--- config.mk ---
export PLATFORM = sky130hd
export DESIGN_NAME = if_de_skid_reg
export DESIGN_NICKNAME = d
export VERILOG_FILES = /design/src/rtl/rv32i_pkg.sv /design/src/rtl/pipe_payload_reg.sv /design/src/rtl/if_de_skid_reg.sv
export SDC_FILE = /design/constraint.sdc
export NUM_CORES = 1
export LEC_CHECK = 0
export ABC_AREA = 1
export CORE_AREA = 2 2 123 245
export DETAILED_ROUTE_END_ITERATION = 7
export DIE_AREA = 0 0 125 247
export GPL_TIMING_DRIVEN = 0
export PLACE_DENSITY = 0.58
export SYNTH_ARGS = -nofsm -noshare
export SYNTH_HDL_FRONTEND = slang
export SYNTH_SLANG_ARGS = --single-unit
--- constraint.sdc ---
create_clock -name clk -period 1.56 [get_ports clk]
set_clock_uncertainty 0.2 [all_clocks]
set_input_delay 0.234 -clock clk [delete_from_list [all_inputs] [get_ports clk]]
set_output_delay 0.234 -clock clk [all_outputs]
set_load 0.01 [all_outputs]
--- src/rtl/rv32i_pkg.sv ---
// Shared RV32I pipeline constants and the IF->DE skid-buffer state encoding.
package rv32i_pkg;

    localparam int unsigned     DEF_XLEN      = 32;
    localparam int unsigned     DEF_ILEN      = 32;
    localparam logic [31:0]     DEF_RST_PC    = 32'h0000_0000;
    localparam logic [31:0]     DEF_NOP_INSTR = 32'h0000_0013;  // addi x0,x0,0

    // Occupancy of the two-entry skid buffer.
    typedef enum logic [1:0] {
        EMPTY = 2'd0,
        ONE   = 2'd1,
        TWO   = 2'd2
    } skid_state_e;

endpackage : rv32i_pkg

--- src/rtl/pipe_payload_reg.sv ---
// Width-parametrised enable-load register with an asynchronous reset value.
module pipe_payload_reg #(
    parameter int unsigned   W       = 32,
    parameter logic [W-1:0]  RST_VAL = '0
) (
    input  logic         clk,
    input  logic         rstn,
    input  logic         en,
    input  logic [W-1:0] d,
    output logic [W-1:0] q
);

    // Load on enable only, otherwise hold so the payload never toggles needlessly.
    always_ff @(posedge clk or negedge rstn) begin
        if (!rstn) begin
            q <= RST_VAL;
        end else if (en) begin
            q <= d;
        end
    end

endmodule : pipe_payload_reg

--- src/rtl/if_de_skid_reg.sv ---
// IF->DE pipeline register with valid/ready on both sides and a 2-entry skid
// buffer so that o_Ready is a pure flop. Optional perf counters are enabled by
// defining IF_DE_SKID_REG_PERF_EN (adds o_StallCnt / o_FlushCnt ports).
module if_de_skid_reg
    import rv32i_pkg::*;
#(
    parameter int unsigned      XLEN      = DEF_XLEN,
    parameter int unsigned      ILEN      = DEF_ILEN,
    parameter logic [XLEN-1:0]  RST_PC    = DEF_RST_PC,
    parameter logic [ILEN-1:0]  NOP_INSTR = DEF_NOP_INSTR
) (
    input  logic            clk,
    input  logic            rstn,
    input  logic            i_Flush,
    input  logic            i_Valid,
    output logic            o_Ready,
    input  logic [XLEN-1:0] i_PC,
    input  logic [XLEN-1:0] i_PCPlus4,
    input  logic [ILEN-1:0] i_Instr,
    output logic            o_Valid,
    input  logic            i_Ready,
    output logic [XLEN-1:0] o_PC,
    output logic [XLEN-1:0] o_PCPlus4,
    output logic [ILEN-1:0] o_Instr
`ifdef IF_DE_SKID_REG_PERF_EN
    ,
    output logic [31:0]     o_StallCnt,
    output logic [31:0]     o_FlushCnt
`endif
);

    localparam int unsigned     PW          = 2 * XLEN + ILEN;
    localparam logic [XLEN-1:0] RST_PC4     = RST_PC + XLEN'(4);
    localparam logic [PW-1:0]   RST_PAYLOAD = {RST_PC, RST_PC4, NOP_INSTR};

    skid_state_e     state_q;
    skid_state_e     state_d;
    logic            ready_q;
    logic            accept;
    logic            deliver;

    logic [PW-1:0]   in_payload;
    logic [PW-1:0]   main_d;
    logic [PW-1:0]   main_q;
    logic [PW-1:0]   skid_q;
    logic            main_en;
    logic            skid_en;

    assign in_payload = {i_PC, i_PCPlus4, i_Instr};

    assign o_Ready   = ready_q;
    assign o_Valid   = (state_q != EMPTY);
    assign accept    = i_Valid & ready_q;
    assign deliver   = o_Valid & i_Ready;

    assign o_PC      = main_q[PW-1 -: XLEN];
    assign o_PCPlus4 = main_q[ILEN +: XLEN];
    assign o_Instr   = main_q[ILEN-1:0];

    // Main entry drives the outputs directly.
    pipe_payload_reg #(
        .W       (PW),
        .RST_VAL (RST_PAYLOAD)
    ) u_main (
        .clk  (clk),
        .rstn (rstn),
        .en   (main_en),
        .d    (main_d),
        .q    (main_q)
    );

    // Skid entry catches the one overflow accepted while DE is stalled.
    pipe_payload_reg #(
        .W       (PW),
        .RST_VAL (RST_PAYLOAD)
    ) u_skid (
        .clk  (clk),
        .rstn (rstn),
        .en   (skid_en),
        .d    (in_payload),
        .q    (skid_q)
    );

    // Next-state and payload load decisions; flush overrides every handshake.
    always_comb begin
        state_d = state_q;
        main_en = 1'b0;
        skid_en = 1'b0;
        main_d  = in_payload;
        if (i_Flush) begin
            // Keep PC/PC+4 visible, only the instruction is squashed to a NOP.
            state_d = EMPTY;
            main_en = 1'b1;
            main_d  = {main_q[PW-1:ILEN], NOP_INSTR};
        end else begin
            case (state_q)
                EMPTY: begin
                    if (accept) begin
                        state_d = ONE;
                        main_en = 1'b1;
                    end
                end
                ONE: begin
                    if (accept && deliver) begin
                        main_en = 1'b1;
                    end else if (accept) begin
                        state_d = TWO;
                        skid_en = 1'b1;
                    end else if (deliver) begin
                        state_d = EMPTY;
                    end
                end
                TWO: begin
                    if (deliver) begin
                        state_d = ONE;
                        main_en = 1'b1;
                        main_d  = skid_q;
                    end
                end
                default: begin
                    state_d = EMPTY;
                end
            endcase
        end
    end

    // State and registered ready, the latter derived from the next state.
    always_ff @(posedge clk or negedge rstn) begin
        if (!rstn) begin
            state_q <= EMPTY;
            ready_q <= 1'b1;
        end else begin
            state_q <= state_d;
            ready_q <= (state_d != TWO);
        end
    end

`ifdef IF_DE_SKID_REG_PERF_EN
    // Saturating stall/flush counters; unaffected by flush.
    always_ff @(posedge clk or negedge rstn) begin
        if (!rstn) begin
            o_StallCnt <= '0;
            o_FlushCnt <= '0;
        end else begin
            if (o_Valid && !i_Ready && (o_StallCnt != '1)) begin
                o_StallCnt <= o_StallCnt + 32'd1;
            end
            if (i_Flush && (o_FlushCnt != '1)) begin
                o_FlushCnt <= o_FlushCnt + 32'd1;
            end
        end
    end
`endif

endmodule : if_de_skid_reg

==> metrics.csv <==
metric,value,unit
post-route cell area,14000,µm²
count of final hold-check violations,75,
Synth area leader,dfrtp_1,
Bufs on Longest Clock Path,2,
f_max,551,MHz
Slew @ Worst Pin,0.626,ns
status,"finished, violations left",
root buf cell,clkbuf_16,
Total GRT Usage,0.175,
share of layout cells above drive strength 1,0.313,
failing checks,"hold timing, setup timing",
hold_ws,-0.430,ns
Final Slew Violations,0,
Non-Filler Instances,1753,
PnR worst setup slack,-0.256,ns
Final Power,16600,µW
largest net degree at the start of global routing,121,
proportion of netlist area held by the largest area contributor,0.540,
Yosys cell types,19,
vias in the first global route,8050,
CP arrival,1.95,ns
CTS tree,built,
Die Y,247,µm
total core area,29200,µm²
crit path launch type,flip-flop,
WL/cell,15.8,µm
Critical Path RT,1.69,ns
hpwl dp,17300,µm
Crit path top cell by count,clkbuf_16,
slowest CP cell,dfrtp_2,
max incr delay on CP,0.45,ns
P_leak,0.00696,µW
placed cell count,1653,
Setup Viol. Count Final,193,
largest cells by area after synthesis,"dfrtp_1 (54%), nand2_1 (24%), o21ai_0 (4.0%), nand3_1 (3.8%), o21ai_1 (3.6%)",
Skew-Pair Late Insertion Delay,0.45,ns
RSZ-0062 raised after global routing,true,
Initial DRT Pass Iterations,5,
critical-path maximum fanout,7,
Die W,125,µm
register area share after synthesis,0.568,
via/cell ratio,4.64,
Routed Antenna Nets,0,
Cell Rows,89,
Hold Path Class,in -> async,
Yosys reg bits,195,
Ys Warns,0,
crit path time final,1.82,ns
Port Buffer Count,198,
PwrDens,1180,nW/µm²
total number of vias,8141,
Tcrit/Tclk final,1.16,
CTS buffer count,17,
n_diodes,0,
Nets,1477,
"Area growth, synth to finish",63.0,%
Syn Std Cell Area,8620,µm²
Clock Sinks,195,
initial antenna violation count,1,
Initial Utilization,0.295,
die area,30900,µm²
routability cong.,0.811,
Max Cap Viol,0,
WS Path Type,reg -> reg,
H-Tree Depth,4,
Initial DRC Count,518,
Post-Syn Nets,1191,
Worst VDD drop,0.000689,V
R2R Setup Slk,-0.26,ns
total grt overflow,0,
Clock transition at path regs,0.07,ns
Top Ports,199,
first-pass GRT wire length,42800,µm
Post-DP Area,11200,µm²
crit end category,flip-flop,
final WL,27700,µm
Slew HR,0.583,
Post-Syn Instances,1090,
Syn Area/Cell,7.91,µm²
# DRC,0,
worst-path cell chain,"inv_4, nand2_4, nor2_4, nand3_4, buf_12, clkbuf_16, clkbuf_16, nand2_2, o21ai_1",
-- Yosys cell counts (all sizes together) --
cell type,count
a21oi,2
nand3,69
dfstp,9
buf,34
o21ai,132
nor2,3
nand2,547
dfrtp,186
clkbuf,32
inv,74
nand4,2
-- critical path: cells and delay by family, from the launching register on --
family	cells	cell delay [ns]
and+or+nand+nor	4	0.38
buffers and inverters	4	0.61
AOI/OAI and AO/OA	1	0.05
DFF	1	0.45
-- final cells by class --
cell class | count | area [µm²]
Fill cell | 2752 | 15100
Sequential cell | 195 | 4890
Multi-Input combinational cell | 756 | 3950
Timing Repair Buffer | 269 | 2970
Buffer | 63 | 863
Clock buffer | 20 | 467
Tap cell | 364 | 455
Inverter | 74 | 288
Clock inverter | 12 | 155
-- cells in the final DEF, fill, tap and decap left out, types with 32 or more instances in the layout --
master and count:
o21ai_1 58, nand3_1 66, o21ai_2 51, nand2_1 391
clkbuf_16 34, dfrtp_1 184, clkdlybuf4s15_1 64, inv_1 69
nand2_2 124, clkdlybuf4s50_1 98, nand2_4 32
-- where the power goes --
| part | total, µW | internal, µW | switching (µW) | leakage [µW] |
|---|---|---|---|---|
| Combinational | 4560 | 2390 | 2170 | 0.00421 |
| Sequential | 7400 | 6440 | 960 | 0.00245 |
| Clock | 4620 | 2650 | 1970 | 0.000302 |
| Total | 16600 | 11500 | 5100 | 0.00696 |
-- sequential cells by signal (all words and copies together), names as in the netlist --
name and cells:
u_skid.q 96, u_main.q 96, o_Ready 1, state_q 2
-- stage by stage --
| step | TNS [ns] | hold WS [ns] | utilization | worst slack [ns] |
|---|---|---|---|---|
| global route | -47.30 | -0.400 | 0.481 | -0.320 |
| finish | -36.35 | -0.430 | 0.481 | -0.256 |
| detailed placement | -133.66 | 0.0510 | 0.383 | -0.925 |
| floorplan | -4.00 | -0.262 | - | -0.0361 |
| CTS | -35.18 | -0.437 | 0.455 | -0.252 |
| global placement | -1680.61 | 0.256 | 0.382 | -8.09 |
-- cell families (layout without fill, tap and decap cells) --
logic type             after synthesis  in the layout  synth area share
AO/OA/AOI/OAI                      134            134            0.0783
buffers and inverters              140            438            0.0701
flip-flops                         195            195             0.568
AND/OR/NAND/NOR                    621            622             0.284
-- final timing paths --
| kind | to | start | depth (start not counted) |
|---|---|---|---|
| min in group clk | u_skid.q[78] | i_PC[14] | 3 |
| worst min-delay path | u_main.q[58] | rstn | 1 |
| worst max register to register | u_skid.q[71] | state_q[1] | 9 |
| worst max-delay path | u_skid.q[71] | state_q[1] | 9 |
| max in group asynchronous | state_q[1] | rstn | 2 |
| worst min register to register | u_skid.q[34] | u_skid.q[34] | 2 |
-- timing repair --
action | 4_1_cts | 5_1_grt
endpoints found under the hold margin | 75 | 75
resized for setup | 467 | 263
endpoints found under the setup margin | 293 | 224
buffers inserted | 35 | 17
pin swaps | 15 | 47
cloned | 21 | 10
-- per-layer routing --
layer / GRT usage / vias to the layer above / share of wire
met2: 0.273 / 268 / 0.48
met3: 0.0491 / 39 / 0.066
met5: 0 / - / 0.00040
li1: - / 3972 / -
met1: 0.228 / 3860 / 0.43
met4: 0.0732 / 2 / 0.021
(Power assumes the default switching activity.)
